[config.mk]
export PLATFORM = sky130hd
export DESIGN_NAME = load_store_unit
export DESIGN_NICKNAME = d
export VERILOG_FILES = /design/src/rtl/load_store_unit_pkg.sv /design/src/rtl/lsu_extend.sv /design/src/rtl/load_store_unit.sv
export SDC_FILE = /design/constraint.sdc
export NUM_CORES = 1
export LEC_CHECK = 0
export CORE_MARGIN = 2
export CORE_UTILIZATION = 50
export CTS_BUF_LIST = sky130_fd_sc_hd__clkbuf_8
export CTS_CLUSTER_DIAMETER = 100
export CTS_CLUSTER_SIZE = 14
export DETAILED_ROUTE_END_ITERATION = 7
export DONT_BUFFER_PORTS = 1
export GPL_TIMING_DRIVEN = 1
export PLACE_DENSITY = 0.68
export SLEW_MARGIN = 10
export SYNTH_ARGS = -nofsm -noshare
export SYNTH_HDL_FRONTEND = slang
export SYNTH_SLANG_ARGS = --single-unit
export TNS_END_PERCENT = 10
[constraint.sdc]
create_clock -name clk -period 2.9 [get_ports clk]
set_input_delay 0.29 -clock clk [delete_from_list [all_inputs] [get_ports clk]]
set_output_delay 0.29 -clock clk [all_outputs]
set_load 0.005 [all_outputs]
[src/rtl/load_store_unit_pkg.sv]
// Shared LSU definitions: bus widths, funct3 size codes, FSM encoding, and
// request decode helpers used by the load/store unit and its extender.
package load_store_unit_pkg;

    localparam int ADDR_SIZE = 32;
    localparam int WORD_LEN  = 32;

    localparam logic [2:0] FUNCT3_B  = 3'b000;
    localparam logic [2:0] FUNCT3_H  = 3'b001;
    localparam logic [2:0] FUNCT3_W  = 3'b010;
    localparam logic [2:0] FUNCT3_BU = 3'b100;
    localparam logic [2:0] FUNCT3_HU = 3'b101;

    typedef enum logic [1:0] {
        LSU_IDLE   = 2'd0,
        LSU_ACCESS = 2'd1,
        LSU_RESP   = 2'd2
    } lsu_state_e;

    function automatic logic funct3_legal(input logic is_store, input logic [2:0] funct3);
        if (is_store) begin
            return funct3 inside {FUNCT3_B, FUNCT3_H, FUNCT3_W};
        end
        return funct3 inside {FUNCT3_B, FUNCT3_H, FUNCT3_W, FUNCT3_BU, FUNCT3_HU};
    endfunction

    // Index of the final byte access: 0 for aligned, 1 for split half, 3 for split word.
    function automatic logic [1:0] last_byte_idx(input logic [2:0] funct3, input logic [1:0] addr_lo);
        case (funct3)
            FUNCT3_H, FUNCT3_HU: return addr_lo[0] ? 2'd1 : 2'd0;
            FUNCT3_W:            return (addr_lo != 2'b00) ? 2'd3 : 2'd0;
            default:             return 2'd0;
        endcase
    endfunction

endpackage

[src/rtl/lsu_extend.sv]
// Sign/zero extension of an assembled load value according to its funct3 code.
module lsu_extend
    import load_store_unit_pkg::*;
(
    input  logic [WORD_LEN-1:0] data_i,
    input  logic [2:0]          funct3_i,
    output logic [WORD_LEN-1:0] data_o
);

    always_comb begin
        data_o = data_i;
        case (funct3_i)
            FUNCT3_B:  data_o = {{24{data_i[7]}}, data_i[7:0]};
            FUNCT3_H:  data_o = {{16{data_i[15]}}, data_i[15:0]};
            FUNCT3_BU: data_o = {24'h0, data_i[7:0]};
            FUNCT3_HU: data_o = {16'h0, data_i[15:0]};
            default:   data_o = data_i;
        endcase
    end

endmodule

[src/rtl/load_store_unit.sv]
// Load/store unit: aligned accesses pass straight through in one cycle, misaligned
// halves/words are split into ascending byte accesses and reassembled.
module load_store_unit
    import load_store_unit_pkg::*;
(
    input  logic                 clk,
    input  logic                 rstn,
    input  logic                 reqValid,
    output logic                 reqReady,
    input  logic                 reqWrite,
    input  logic [2:0]           reqFunct3,
    input  logic [ADDR_SIZE-1:0] reqAddr,
    input  logic [WORD_LEN-1:0]  reqWriteData,
    output logic                 rspValid,
    output logic [WORD_LEN-1:0]  rspData,
    output logic                 rspError,
    output logic                 memWriteEnable,
    output logic [ADDR_SIZE-1:0] memAddr,
    output logic [2:0]           memUnitSize,
    output logic [WORD_LEN-1:0]  memWriteData,
    input  logic [WORD_LEN-1:0]  memReadData
);

    lsu_state_e           state_q;
    logic                 write_q;
    logic [2:0]           funct3_q;
    logic [WORD_LEN-1:0]  wdata_q;
    logic [1:0]           byte_cnt_q;
    logic [1:0]           last_q;
    logic                 split_q;
    logic [WORD_LEN-1:0]  buf_q;
    logic [WORD_LEN-1:0]  buf_d;
    logic [WORD_LEN-1:0]  ext_data;
    logic [ADDR_SIZE-1:0] mem_addr_q;
    logic [2:0]           mem_size_q;
    logic [WORD_LEN-1:0]  mem_wdata_q;
    logic                 mem_we_q;
    logic                 rsp_valid_q;
    logic                 rsp_error_q;
    logic [WORD_LEN-1:0]  rsp_data_q;

    logic                 req_legal;
    logic [1:0]           req_last;
    logic [1:0]           cnt_d;
    logic [7:0]           next_wbyte;

    assign req_legal  = funct3_legal(reqWrite, reqFunct3);
    assign req_last   = last_byte_idx(reqFunct3, reqAddr[1:0]);
    assign cnt_d      = byte_cnt_q + 2'd1;
    assign next_wbyte = wdata_q[{cnt_d, 3'b000} +: 8];

    // Assembly buffer with the byte being read this cycle merged in.
    always_comb begin
        buf_d = buf_q;
        buf_d[{byte_cnt_q, 3'b000} +: 8] = memReadData[7:0];
    end

    lsu_extend u_extend (
        .data_i   (buf_d),
        .funct3_i (funct3_q),
        .data_o   (ext_data)
    );

    always_ff @(posedge clk or negedge rstn) begin
        if (!rstn) begin
            state_q     <= LSU_IDLE;
            write_q     <= 1'b0;
            funct3_q    <= FUNCT3_W;
            wdata_q     <= '0;
            byte_cnt_q  <= 2'd0;
            last_q      <= 2'd0;
            split_q     <= 1'b0;
            buf_q       <= '0;
            mem_addr_q  <= '0;
            mem_size_q  <= FUNCT3_W;
            mem_wdata_q <= '0;
            mem_we_q    <= 1'b0;
            rsp_valid_q <= 1'b0;
            rsp_error_q <= 1'b0;
            rsp_data_q  <= '0;
        end else begin
            case (state_q)
                LSU_IDLE: begin
                    if (reqValid) begin
                        write_q    <= reqWrite;
                        funct3_q   <= reqFunct3;
                        wdata_q    <= reqWriteData;
                        byte_cnt_q <= 2'd0;
                        buf_q      <= '0;
                        last_q     <= req_last;
                        split_q    <= (req_last != 2'd0);
                        if (!req_legal) begin
                            state_q     <= LSU_RESP;
                            rsp_valid_q <= 1'b1;
                            rsp_error_q <= 1'b1;
                            rsp_data_q  <= '0;
                        end else begin
                            state_q    <= LSU_ACCESS;
                            mem_addr_q <= reqAddr;
                            mem_we_q   <= reqWrite;
                            if (req_last != 2'd0) begin
                                mem_size_q  <= reqWrite ? FUNCT3_B : FUNCT3_BU;
                                mem_wdata_q <= reqWrite ? {24'h0, reqWriteData[7:0]} : '0;
                            end else begin
                                mem_size_q  <= reqFunct3;
                                mem_wdata_q <= reqWrite ? reqWriteData : '0;
                            end
                        end
                    end
                end
                LSU_ACCESS: begin
                    if (byte_cnt_q == last_q) begin
                        state_q     <= LSU_RESP;
                        rsp_valid_q <= 1'b1;
                        rsp_error_q <= 1'b0;
                        rsp_data_q  <= write_q ? '0 : (split_q ? ext_data : memReadData);
                        buf_q       <= buf_d;
                        mem_addr_q  <= '0;
                        mem_size_q  <= FUNCT3_W;
                        mem_wdata_q <= '0;
                        mem_we_q    <= 1'b0;
                    end else begin
                        // Next byte of a split access; address wraps naturally at 2^32.
                        byte_cnt_q  <= cnt_d;
                        buf_q       <= buf_d;
                        mem_addr_q  <= mem_addr_q + 1'b1;
                        mem_wdata_q <= write_q ? {24'h0, next_wbyte} : '0;
                    end
                end
                default: begin
                    state_q     <= LSU_IDLE;
                    rsp_valid_q <= 1'b0;
                    rsp_error_q <= 1'b0;
                    rsp_data_q  <= '0;
                    byte_cnt_q  <= 2'd0;
                    buf_q       <= '0;
                end
            endcase
        end
    end

    assign reqReady       = (state_q == LSU_IDLE);
    assign rspValid       = rsp_valid_q;
    assign rspData        = rsp_data_q;
    assign rspError       = rsp_error_q;
    assign memWriteEnable = mem_we_q;
    assign memAddr        = mem_addr_q;
    assign memUnitSize    = mem_size_q;
    assign memWriteData   = mem_wdata_q;

endmodule

[Word level (Yosys, flattened, before mapping)]
Index checks and enable logic that the tools add are counted.
Widths: inputs -> output; s select.
Cells by class
  divide/modulo/power cells: 0
  muxes and demuxes: 50
  $mul: 0
  eq/ne operators: 14
  $add $sub $neg: 3
  bitwise logic cells: 0
  reduce and logical (&&, ||, !) cells: 15
  order comparisons: 0
  shift-type cells: 3
Operator list (count)
  $mux 32: 13
  $pmux 32 s2: 4
  $pmux 32 s4: 1
  $add 32x1->32 const B: 1
  $bwmux 32: 1
  $shift 8x7->32 const A: 1
  $shiftx 32x6->8: 1
  $shiftx 8x7->32: 1
  $mux 8: 3
  $mux 3: 5
  $eq 3x3->1 const B: 4
  $mux 2: 6
  $pmux 2 s2: 3
  $mux 1: 10
  $ne 2x2->1 const B: 4
  $neg 5->7: 1
  $eq 3x1->1 const B: 2
  $logic_not 3->1: 2
  $pmux 1 s2: 3
  $pmux 3 s2: 1
  $reduce_and 2->1: 3
  $reduce_and 3->1: 2
  $reduce_bool 2->1: 3
  $reduce_bool 5->1: 1
  9 further kinds: 9
Word-level totals
  bits in writable memories: 0
  register bits: 177
  logic and storage cells: 100
  output and inout port bits: 103
  input port bits: 103
  memories: 0
  latch bits: 0
  memory bits (read-only): 0

[Longest topological paths before layout]
Gate-level depths: netlist of the first run.
  word-level depth: 8
  mapped depth: 11
  mapped depth without buffers: 7

[Modules after synthesis]
From an unflattened synthesis of the first run, not the netlist that was laid out.
Unflattened totals
  cell total of the unflattened synthesis: 930
  area, all modules: 9028.7 um^2
By module, submodules not included
  load_store_unit: seq. area each 4431.8 um^2, cells an instance 863, times used 1, area an instance 8673.3 um^2
  lsu_extend: seq. area each 0.0 um^2, cells an instance 67, times used 1, area an instance 355.3 um^2

[Least setup slack after synthesis of the first run]
Ideal clock, no wire load.
  kind: register to register
  start: register byte_cnt_q[0]
  end: register rsp_data_q[21], in the netlist rspData[21]
  buffers on the path: 4
  period minus slack after synthesis: 2.729 ns
  slack: 0.171 ns
  required time: 2.774 ns
  stages on the path, launching flop included: 12
  data arrival time: 2.603 ns
  library setup time: 0.126 ns
  cells stage by stage: dfrtp_1 buf_2 buf_2 inv_1 ha_1 and4b_1 buf_2 a22o_1 a221oi_4 buf_6 nor2_1 a221o_1
On the way
  cells in the longest elaborated chain, start to end: 8
  elaborated cells between the ends (all ways): 12
  those cells by class: 1 x add/sub; 2 x eq/ne; 2 x shift; 6 x mux; 1 x reduce/logical
Ends and longest elaborated chain
  start: declaration: line load_store_unit.sv:28  | logic [1:0] byte_cnt_q;
  start signal: assignment: line load_store_unit.sv:124  | byte_cnt_q <= cnt_d;
  $neg 5->7: line load_store_unit.sv:55  | buf_d[{byte_cnt_q, 3'b000} +: 8] = memReadData[7:0];
  $shiftx 8x7->32 or $shift 8x7->32 (tied branches): line load_store_unit.sv:55
  $bwmux 32: line load_store_unit.sv:55
  $pmux 32 s4: line lsu_extend.sv:12  | case (funct3_i)
  $mux 32 (2 in series): line load_store_unit.sv:116  | rsp_data_q <= write_q ? '0 : (split_q ? ext_data : memReadData);
  $mux 32: line load_store_unit.sv:112  | if (byte_cnt_q == last_q) begin
  $pmux 32 s2: line load_store_unit.sv:82  | case (state_q)
  end signal: assignment: line load_store_unit.sv:116
  end: declaration: line load_store_unit.sv:40  | logic [WORD_LEN-1:0] rsp_data_q;
Several ways; a longest one is shown, not always the timed one. The select of a mux whose other input is x is not followed.
A chain may end at the register's enable or synchronous reset.

[Final worst setup path of the first run]
  start: register byte_cnt_q[0]
  end: register buf_q[24]
On the way
  cells in the longest elaborated chain, start to end: 4
  elaborated cells between the ends (all ways): 5
  those cells by class: 1 x add/sub; 2 x shift; 2 x mux
Ends and longest elaborated chain
  $neg 5->7 *: line load_store_unit.sv:55
  $shiftx 8x7->32 or $shift 8x7->32 (tied branches): line load_store_unit.sv:55
  $bwmux 32 *: line load_store_unit.sv:55
  $pmux 32 s2 *: line load_store_unit.sv:82
  end signal: assignment: line load_store_unit.sv:117  | buf_q <= buf_d;
  end signal: assignment: line load_store_unit.sv:125  | buf_q <= buf_d;
  end: declaration: line load_store_unit.sv:31  | logic [WORD_LEN-1:0] buf_q;
Mark *: on every way between the ends. The rest lies on a longest branch, timed or not.

==> results of run 1 <==
worst max-delay path by stage:
stage          slack (ps)           to           from
2_1_floorplan         170  rspData[21]  byte_cnt_q[0]
3_3_place_gp          380  rspData[29]  byte_cnt_q[0]
3_5_place_dp          250  rspData[21]  byte_cnt_q[0]
4_1_cts               230  rspData[21]  byte_cnt_q[0]
5_1_grt               200  rspData[31]  byte_cnt_q[0]
6_report              370    buf_q[24]  byte_cnt_q[0]
placed cells by master, fill, tap and decap left out, types with 11 or more instances in the layout:
cell type,count
a21oi_1,33
a221o_1,24
a22o_1,61
a22oi_1,13
a32oi_1,11
buf_4,13
clkbuf_8,18
dfrtp_1,175
dlygate4sd3_1,83
inv_1,39
nand2_1,162
nand3_1,23
nand4_1,12
nor2_1,46
o21ai_0,19
o21ai_1,34
o221ai_1,16
o2bb2ai_1,17
what timing repair did:
item	in CTS	in global routing
endpoints found under the setup margin	0	1
gates resized for setup	0	1
hold endpoints to repair	310	177
buffers inserted	0	1
cells by family (layout without fill, tap and decap cells):
logic type      after synthesis  in the layout  share of synthesized area
simple gates                298            298                      0.162
compound gates              268            268                      0.234
flops                       177            177                      0.517
buf+inv                      99            170                     0.0473
mux                          12             12                     0.0258
xor+xnor                      6              6                    0.00613
fa+ha+maj                     5              5                    0.00729
per-layer routing:
metal | vias to the layer above | share of wire
met3 | 64 | 0.088
met5 | - | 0
met4 | 0 | 0.038
met2 | 396 | 0.46
met1 | 3616 | 0.41
li1 | 3298 | -
layout make-up:
| class | instances | area [µm²] | area share |
|---|---|---|---|
| well taps | 220 | 275 | 0.0274 |
| clock buffers | 18 | 248 | 0.0247 |
| clock inverters | 14 | 200 | 0.0200 |
| multi-input cells | 589 | 3750 | 0.374 |
| repair buffers | 98 | 968 | 0.0966 |
| flip-flops and latches | 177 | 4430 | 0.442 |
| inverters | 40 | 150 | 0.0150 |
stage by stage:
stage | util | power (mW) | setup slack [ps] | area [µm²] | hold slack, ps
finish | 0.600 | 9.38 | 369 | 10000 | -499
floorplan | - | 6.41 | 171 | 8580 | -5.59
detailed placement | 0.522 | 7.30 | 249 | 8720 | 1.13
global placement | 0.522 | 7.15 | 379 | 8720 | 1.06
global route | 0.600 | 9.95 | 198 | 10000 | -525
CTS | 0.599 | 9.33 | 232 | 10000 | -516
power breakdown:
part | switching (mW) | internal, mW
registers | 1.06 | 3.35
clock network | 0.957 | 0.975
logic | 1.74 | 1.30
total | 3.76 | 5.62
flip-flops by register name, summed over array words and instances (netlist names):
register and count:
rspData 32, wdata_q 32, rspError 1, split_q 1
write_q 1, last_q 2, state_q 2, memUnitSize 3
buf_q 32, byte_cnt_q 2, memWriteEnable 1, funct3_q 3
rspValid 1, memWriteData 32, memAddr 32
==> flow_summary_export.csv, run 1 <==
group,metric,value,unit
placed_design,dpl.cell_count,1040,
floorplan,fp-row-count,47,
setup_path,crit_type,"reg -> reg",
cts,cts_tree,"done",
cts,cts_root_buf,"clkbuf_8",
synthesis,synth_nets,973,
grt,antenna_found_initial,0,
grt,grt_use_total,0.274,
status,violations,"hold timing",
synthesis,netlist_instances,865,
floorplan,initial_core_util,0.514,
floorplan,io_pins,206,
routing,antenna_left,0,
sta,hold_slack,-499,ps
routing,drt_iter0_markers,620,
status,status,"complete, but fails checks",
placed_design,routabilityCongestion,0.885,
power,leakage,4.40,nW
synthesis,async_reset_ff_frac,1.00,
finish,finalNonFillerCells,1156,
setup_path,reg2reg_to,"buf_q[24]",
synthesis,synth_seq_cells,177,
synthesis,ys_seq_area_frac,0.517,
cts,hold_buffers,83,
setup_path,cp.arrival,2930,ps
finish,final.fill_count,1433,
routing,via_per_inst,6.38,
cts,cts_htree_levels,4,
cts,insertion_delay,470,ps
setup_path,cpLargestDelayFamily,"simple AND/OR/NAND/NOR gates",
synthesis,ys_top_cells_by_area,"dfrtp_1 (51%), nand2_1 (7.1%), a22o_1 (6.2%), a221o_1 (2.8%), mux4_2 (2.1%)",
cts,numCtsBuffers,17,
synthesis,syn_area_per_cell,9.92,µm²
sta,finalSetupViolCount,0,
synthesis,synth.most_common_cell,"dfrtp_1",
routing,drc,0,
setup_path,cp-end-kind,"register",
grt,grt-ovfl-total,0,
synthesis,synth_largest_area_cell,"dfrtp_1",
finish,diodes,0,
floorplan,dieArea,18200,µm²
sta,setup_tns,0,ps
setup_path,max_stage_delay,560,ps
setup_path,r2r-start,"byte_cnt_q[0]",
grt,grt.busiest_layer,"met2",
placed_design,numPortBuffers,0,
sta,fin_worst_skew,12.8,ps
grt,grt_first_pass_wirelength,39200,µm
grt,grt_max_degree,178,
setup_path,start_kind,"register",
synthesis,yosys-top-cells-count,"dfrtp_1 (175), nand2_1 (162), a22o_1 (61)",
setup_path,path_cells,"inv_1 -> ha_1 -> buf_4 -> nand4bb_1 -> nor2_1 -> a22o_1",
sta,slew_viol_final,0,
grt,grt_use_met3,0.0687,
setup_path,required,3300,ps
sta,hold_violations,177,
sta,rsz0062_at_grt,"no",
synthesis,synth-edff-count,0,
floorplan,core,16700,µm²
routing,first_pass_iters,5,
floorplan,die_x,135,µm
finish,layout-drive-gt1-share,0.0780,
finish,layout.nets,1031,
grt,grt_pass1_vias,7250,
cts,clkTransAtPathRegs,100,ps
grt,use_met2,0.428,
routing,drt_wl_total,24800,µm
finish,syn2layout_area_growth,16.9,%
sta,finalCritPeriodShare,0.873,
setup_path,cp_slowest_cell,"nor2_1",
routing,wire_per_inst,21.4,µm
setup_path,cp_max_fo,13,
sta,finalCriticalPeriod,2530,ps
setup_path,reg2regPathDepth,6,
setup_path,crit_buf_inv,2,
setup_path,r2r_slack,370,ps
power,power.density,936,nW/µm²
synthesis,synth_ff_type,"dfrtp_1",
flow_run,drv_cap,0,
cts,clock_path_buffers,2,
sta,tightestPinTransition,1040,ps
power,peakVddDrop,0.462,mV
worst_hold_path,min_path_type,"in -> async",
sta,maxSlewHeadroom,0.309,
placed_design,hpwl,16100,µm
floorplan,die_y,135,µm
cts,cts.sinks,177,
grt,grt_use_met1,0.364,
synthesis,post-synth-top-area-fraction,0.511,
synthesis,yosysUniqueCellTypes,64,
routing,vias,7374,
synthesis,syn_area,8580,µm²
setup_path,worst-path-stages,6,
sta,max_freq,0.395,GHz
synthesis,yosys_warnings,0,
Note: power is estimated with default switching activity, not from simulation.
==> inputs of run 2 (changes only) <==
==> constraint.sdc (replaced) <==
create_clock -name clk -period 2.2 [get_ports clk]
set_input_delay 0.22 -clock clk [delete_from_list [all_inputs] [get_ports clk]]
set_output_delay 0.22 -clock clk [all_outputs]
set_load 0.005 [all_outputs]
==> flow_summary_export.csv, run 2 (same netlist as run 1, synthesis figures left out) <==
group,metric,value,unit
grt,grt-ovfl-total,0,
power,leakage,4.61,nW
routing,drt_iter0_markers,720,
sta,setup_tns,0,ps
cts,cts_root_buf,"clkbuf_8",
sta,hold_violations,177,
finish,layout-drive-gt1-share,0.111,
cts,cts.sinks,177,
floorplan,die_x,135,µm
setup_path,cp_max_fo,16,
cts,clkTransAtPathRegs,100,ps
sta,hold_slack,-570,ps
placed_design,place_area,9020,µm²
worst_hold_path,min_path_type,"in -> async",
finish,multi_input_area,3820,µm²
power,power.density,1210,nW/µm²
sta,finalCriticalPeriod,2150,ps
sta,finalSetupViolCount,0,
setup_path,cp.arrival,2510,ps
floorplan,dieArea,18200,µm²
power,power.total,12.6,mW
setup_path,start_kind,"register",
grt,grt_pass1_vias,7757,
floorplan,initial_core_util,0.514,
floorplan,die_y,135,µm
grt,antenna_found_initial,0,
grt,grt_max_degree,178,
placed_design,numPortBuffers,0,
finish,final_cell_mix,"dfrtp_1 (174), nand2_1 (162), dlygate4sd3_1 (98)",
setup_path,cp-end-kind,"register",
routing,drt_wl_total,26400,µm
sta,slew_viol_final,0,
routing,antenna_left,0,
grt,grt_first_pass_wirelength,42000,µm
cts,numCtsBuffers,17,
sta,max_freq,0.465,GHz
finish,layout.nets,1074,
setup_path,r2r_slack,50,ps
flow_run,drv_cap,0,
setup_path,required,2560,ps
cts,cts_htree_levels,4,
routing,vias,7634,
status,violations,"hold timing",
placed_design,hpwl,17100,µm
floorplan,io_pins,206,
finish,layout_commonest_cell,"dfrtp_1",
power,peakVddDrop,0.604,mV
finish,final.fill_count,1396,
cts,cts_tree,"done",
routing,via_per_inst,6.37,
routing,first_pass_iters,5,
grt,grt_use_total,0.295,
routing,drc,0,
sta,maxSlewHeadroom,0.536,
sta,rsz0062_at_grt,"yes",
sta,fin_worst_skew,16.3,ps
finish,design_area,10500,µm²
sta,tightestPinTransition,696,ps
finish,diodes,0,
sta,finalCritPeriodShare,0.977,
status,status,"complete, but fails checks",
cts,clock_path_buffers,2,
finish,syn2layout_area_growth,21.9,%
cts,insertion_delay,480,ps
floorplan,fp-row-count,47,
finish,seqCellArea,4430,µm²
floorplan,core,16700,µm²
routing,wire_per_inst,22.0,µm
placed_design,routabilityCongestion,0.910,
setup_path,crit_type,"reg -> reg",
==> run 2: power by group <==
group	internal, mW	leakage, nW	switching [mW]
combinational	2.04	2.09	2.62
clock	0.932	0.195	1.32
sequential	4.42	2.32	1.31
==> run 2: worst paths after layout <==
kind | cells past startpoint | to | start
worst max register to register | 7 | rspData[28] | byte_cnt_q[0]
worst min-delay path | 0 | memAddr[30] | rstn
worst min register to register | 2 | wdata_q[1] | wdata_q[1]
max in group asynchronous | 0 | funct3_q[1] | rstn
worst max-delay path | 7 | rspData[28] | byte_cnt_q[0]
min in group clk | 3 | buf_q[15] | memReadData[7]
==> run 2: layout make-up <==
cell class	count	share of cell area
timing repair buffer	141	0.133
inverter	40	0.0151
multi-input combinational	589	0.365
tap	220	0.0263
clock buffer	17	0.0224
clock inverter	14	0.0141
sequential	177	0.424
==> run 2: routing by layer <==
layer	up-vias	global-route usage	wire length, µm
li1	3396	-	-
met4	0	0.139	941
met3	73	0.0668	2060
met1	3787	0.393	10800
met2	378	0.462	12600
met5	-	0	0
==> run 2: stage by stage <==
stage / util / worst slack, ps / instances
2_1_floorplan: - / -167 / 865
3_3_place_gp: 0.540 / 111 / 1067
3_5_place_dp: 0.540 / -53.2 / 1067
4_1_cts: 0.623 / 43.4 / 1197
5_1_grt: 0.626 / -9.05 / 1198
6_report: 0.626 / 51.3 / 1198
==> run 2: timing repair <==
action	in CTS	in global routing
pin swaps	1	1
setup endpoints to repair	16	16
resized for setup	2	6
hold buffers	97	1
hold endpoints to repair	336	178
buffers inserted	2	0
==> run 2: critical path: stages, from the launching register on <==
cell	delay [ps]
dfrtp_2	480
ha_1	260
and4b_1	240
a22o_4	240
a221oi_4	300
buf_12	190
nor2_1	60
a221o_1	270
==> inputs of run 3 (changes only) <==
--- a/config.mk
+++ b/config.mk
@@ -6,14 +6,14 @@
 export NUM_CORES = 1
 export LEC_CHECK = 0
 export CORE_MARGIN = 2
-export CORE_UTILIZATION = 50
+export CORE_UTILIZATION = 60
 export CTS_BUF_LIST = sky130_fd_sc_hd__clkbuf_8
 export CTS_CLUSTER_DIAMETER = 100
-export CTS_CLUSTER_SIZE = 14
+export CTS_CLUSTER_SIZE = 16
 export DETAILED_ROUTE_END_ITERATION = 7
 export DONT_BUFFER_PORTS = 1
 export GPL_TIMING_DRIVEN = 1
-export PLACE_DENSITY = 0.68
+export PLACE_DENSITY = 0.79
 export SLEW_MARGIN = 10
 export SYNTH_ARGS = -nofsm -noshare
 export SYNTH_HDL_FRONTEND = slang
==> flow_summary_export.csv, run 3 (same netlist as run 1, synthesis figures left out) <==
group,metric,value,unit
cts,cts_htree_levels,4,
setup_path,setup.worst_path.start,"byte_cnt_q[0]",
setup_path,required,2620,ps
finish,multi_input_area,3780,µm²
setup_path,cp-end-kind,"register",
routing,first_pass_iters,6,
floorplan,die_x,124,µm
sta,hold_violations,177,
sta,maxSlewHeadroom,0.590,
sta,tightestPinTransition,614,ps
sta,setup_tns,0,ps
sta,rsz0062_at_grt,"no",
placed_design,routabilityCongestion,0.874,
routing,vias,7692,
sta,finalCritPeriodShare,0.968,
floorplan,fp-row-count,43,
cts,cts_root_buf,"clkbuf_8",
power,power.density,1210,nW/µm²
placed_design,hpwl,16100,µm
worst_hold_path,min_path_type,"in -> async",
grt,grt_pass1_vias,7704,
routing,wl_met3,2320,µm
routing,antenna_left,0,
finish,layout.nets,1075,
routing,via_per_inst,6.64,
flow_run,drv_cap,0,
grt,antenna_found_initial,0,
sta,fin_worst_skew,12.7,ps
routing,drt_iter0_markers,927,
grt,grt_use_total,0.346,
routing,wire_per_inst,22.0,µm
cts,clock_path_buffers,2,
power,power.total,12.5,mW
routing,drc,0,
grt,grt-ovfl-total,0,
sta,finalCriticalPeriod,2130,ps
setup_path,cp_max_fo,16,
grt,grt_max_degree,178,
finish,finalNonFillerCells,1159,
finish,syn2layout_area_growth,20.5,%
status,status,"complete, but fails checks",
power,peakVddDrop,0.699,mV
finish,diodes,0,
grt,grt_first_pass_wirelength,40500,µm
finish,final.fill_count,984,
sta,hold_slack,-572,ps
setup_path,r2r-start,"byte_cnt_q[0]",
floorplan,initial_core_util,0.616,
cts,numCtsBuffers,17,
sta,slew_viol_final,0,
finish,seqCellArea,4430,µm²
cts,cts_tree,"done",
setup_path,cp.arrival,2550,ps
finish,final_cell_mix,"dfrtp_1 (174), nand2_1 (162), dlygate4sd3_1 (96)",
sta,max_freq,0.470,GHz
routing,maxUsedRoutingLayer,"met4",
sta,finalSetupViolCount,0,
routing,drt_wl_total,25500,µm
floorplan,core,13900,µm²
finish,layout-drive-gt1-share,0.111,
status,violations,"hold timing",
cts,hold_buffers,96,
routing,dr_wl_met2,12700,µm
cts,postCtsSetupBuffers,0,
setup_path,crit_type,"reg -> reg",
cts,cts.sinks,177,
placed_design,numPortBuffers,0,
floorplan,die_y,124,µm
cts,insertion_delay,480,ps
routing,met1_length,9690,µm
finish,layout_commonest_cell,"dfrtp_1",
floorplan,dieArea,15300,µm²
setup_path,start_kind,"register",
cts,clkTransAtPathRegs,90,ps
placed_design,dpl.cell_count,1032,
floorplan,io_pins,206,
power,leakage,4.59,nW
## run 3: layout make-up
cell class / instances / area share
inverters: 40 / 0.0153
well taps: 180 / 0.0218
multi-input cells: 589 / 0.366
flip-flops and latches: 177 / 0.429
clock buffers: 17 / 0.0226
repair buffers: 142 / 0.131
clock inverters: 14 / 0.0143
## run 3: layer usage
| metal | global-route usage | vias up |
|---|---|---|
| met5 | 0 | - |
| met4 | 0.148 | 0 |
| met3 | 0.0964 | 88 |
| met2 | 0.568 | 448 |
| met1 | 0.431 | 3776 |
| li1 | - | 3380 |
## run 3: timing repair
| action | CTS | global route |
|---|---|---|
| gates resized for setup | 0 | 4 |
| endpoints found under the setup margin | 0 | 41 |
| endpoints found under the hold margin | 338 | 177 |
## run 3: worst paths after layout
check | end | slack, ps | cells past startpoint
max | rspData[20] | 70 | 9
min | rspData[12] | -570 | 0
max reg2reg | rspData[20] | 70 | 9
min reg2reg | wdata_q[27] | 490 | 2
max in group asynchronous | funct3_q[1] | 2500 | 0
min in group clk | memAddr[28] | 20 | 2
## run 3: where the power goes
| part | switching [mW] | total [mW] | internal [mW] |
|---|---|---|---|
| Clock | 1.31 | 2.24 | 0.926 |
| Combinational | 2.57 | 4.56 | 1.99 |
| Sequential | 1.27 | 5.69 | 4.42 |
| Total | 5.15 | 12.5 | 7.34 |
## run 3: metrics by stage
step           cell area, µm²  utilization  setup slack, ps  hold slack (ps)
6_report                10300        0.741             70.5             -572
5_1_grt                 10300        0.741             10.5             -592
4_1_cts                 10300        0.741             19.3             -593
3_5_place_dp             8980        0.645             31.4            -72.0
3_3_place_gp             8980        0.645              106            -71.3
2_1_floorplan            8630            -             -167            -75.6
## run 3: critical path, cell delays in order (launching register included)
cell	delay [ps]
dfrtp_2	480
inv_8	80
ha_4	210
nand4bb_1	230
a2111oi_1	380
buf_4	190
a221oi_4	40
buf_12	170
nor2_1	140
a221o_1	140
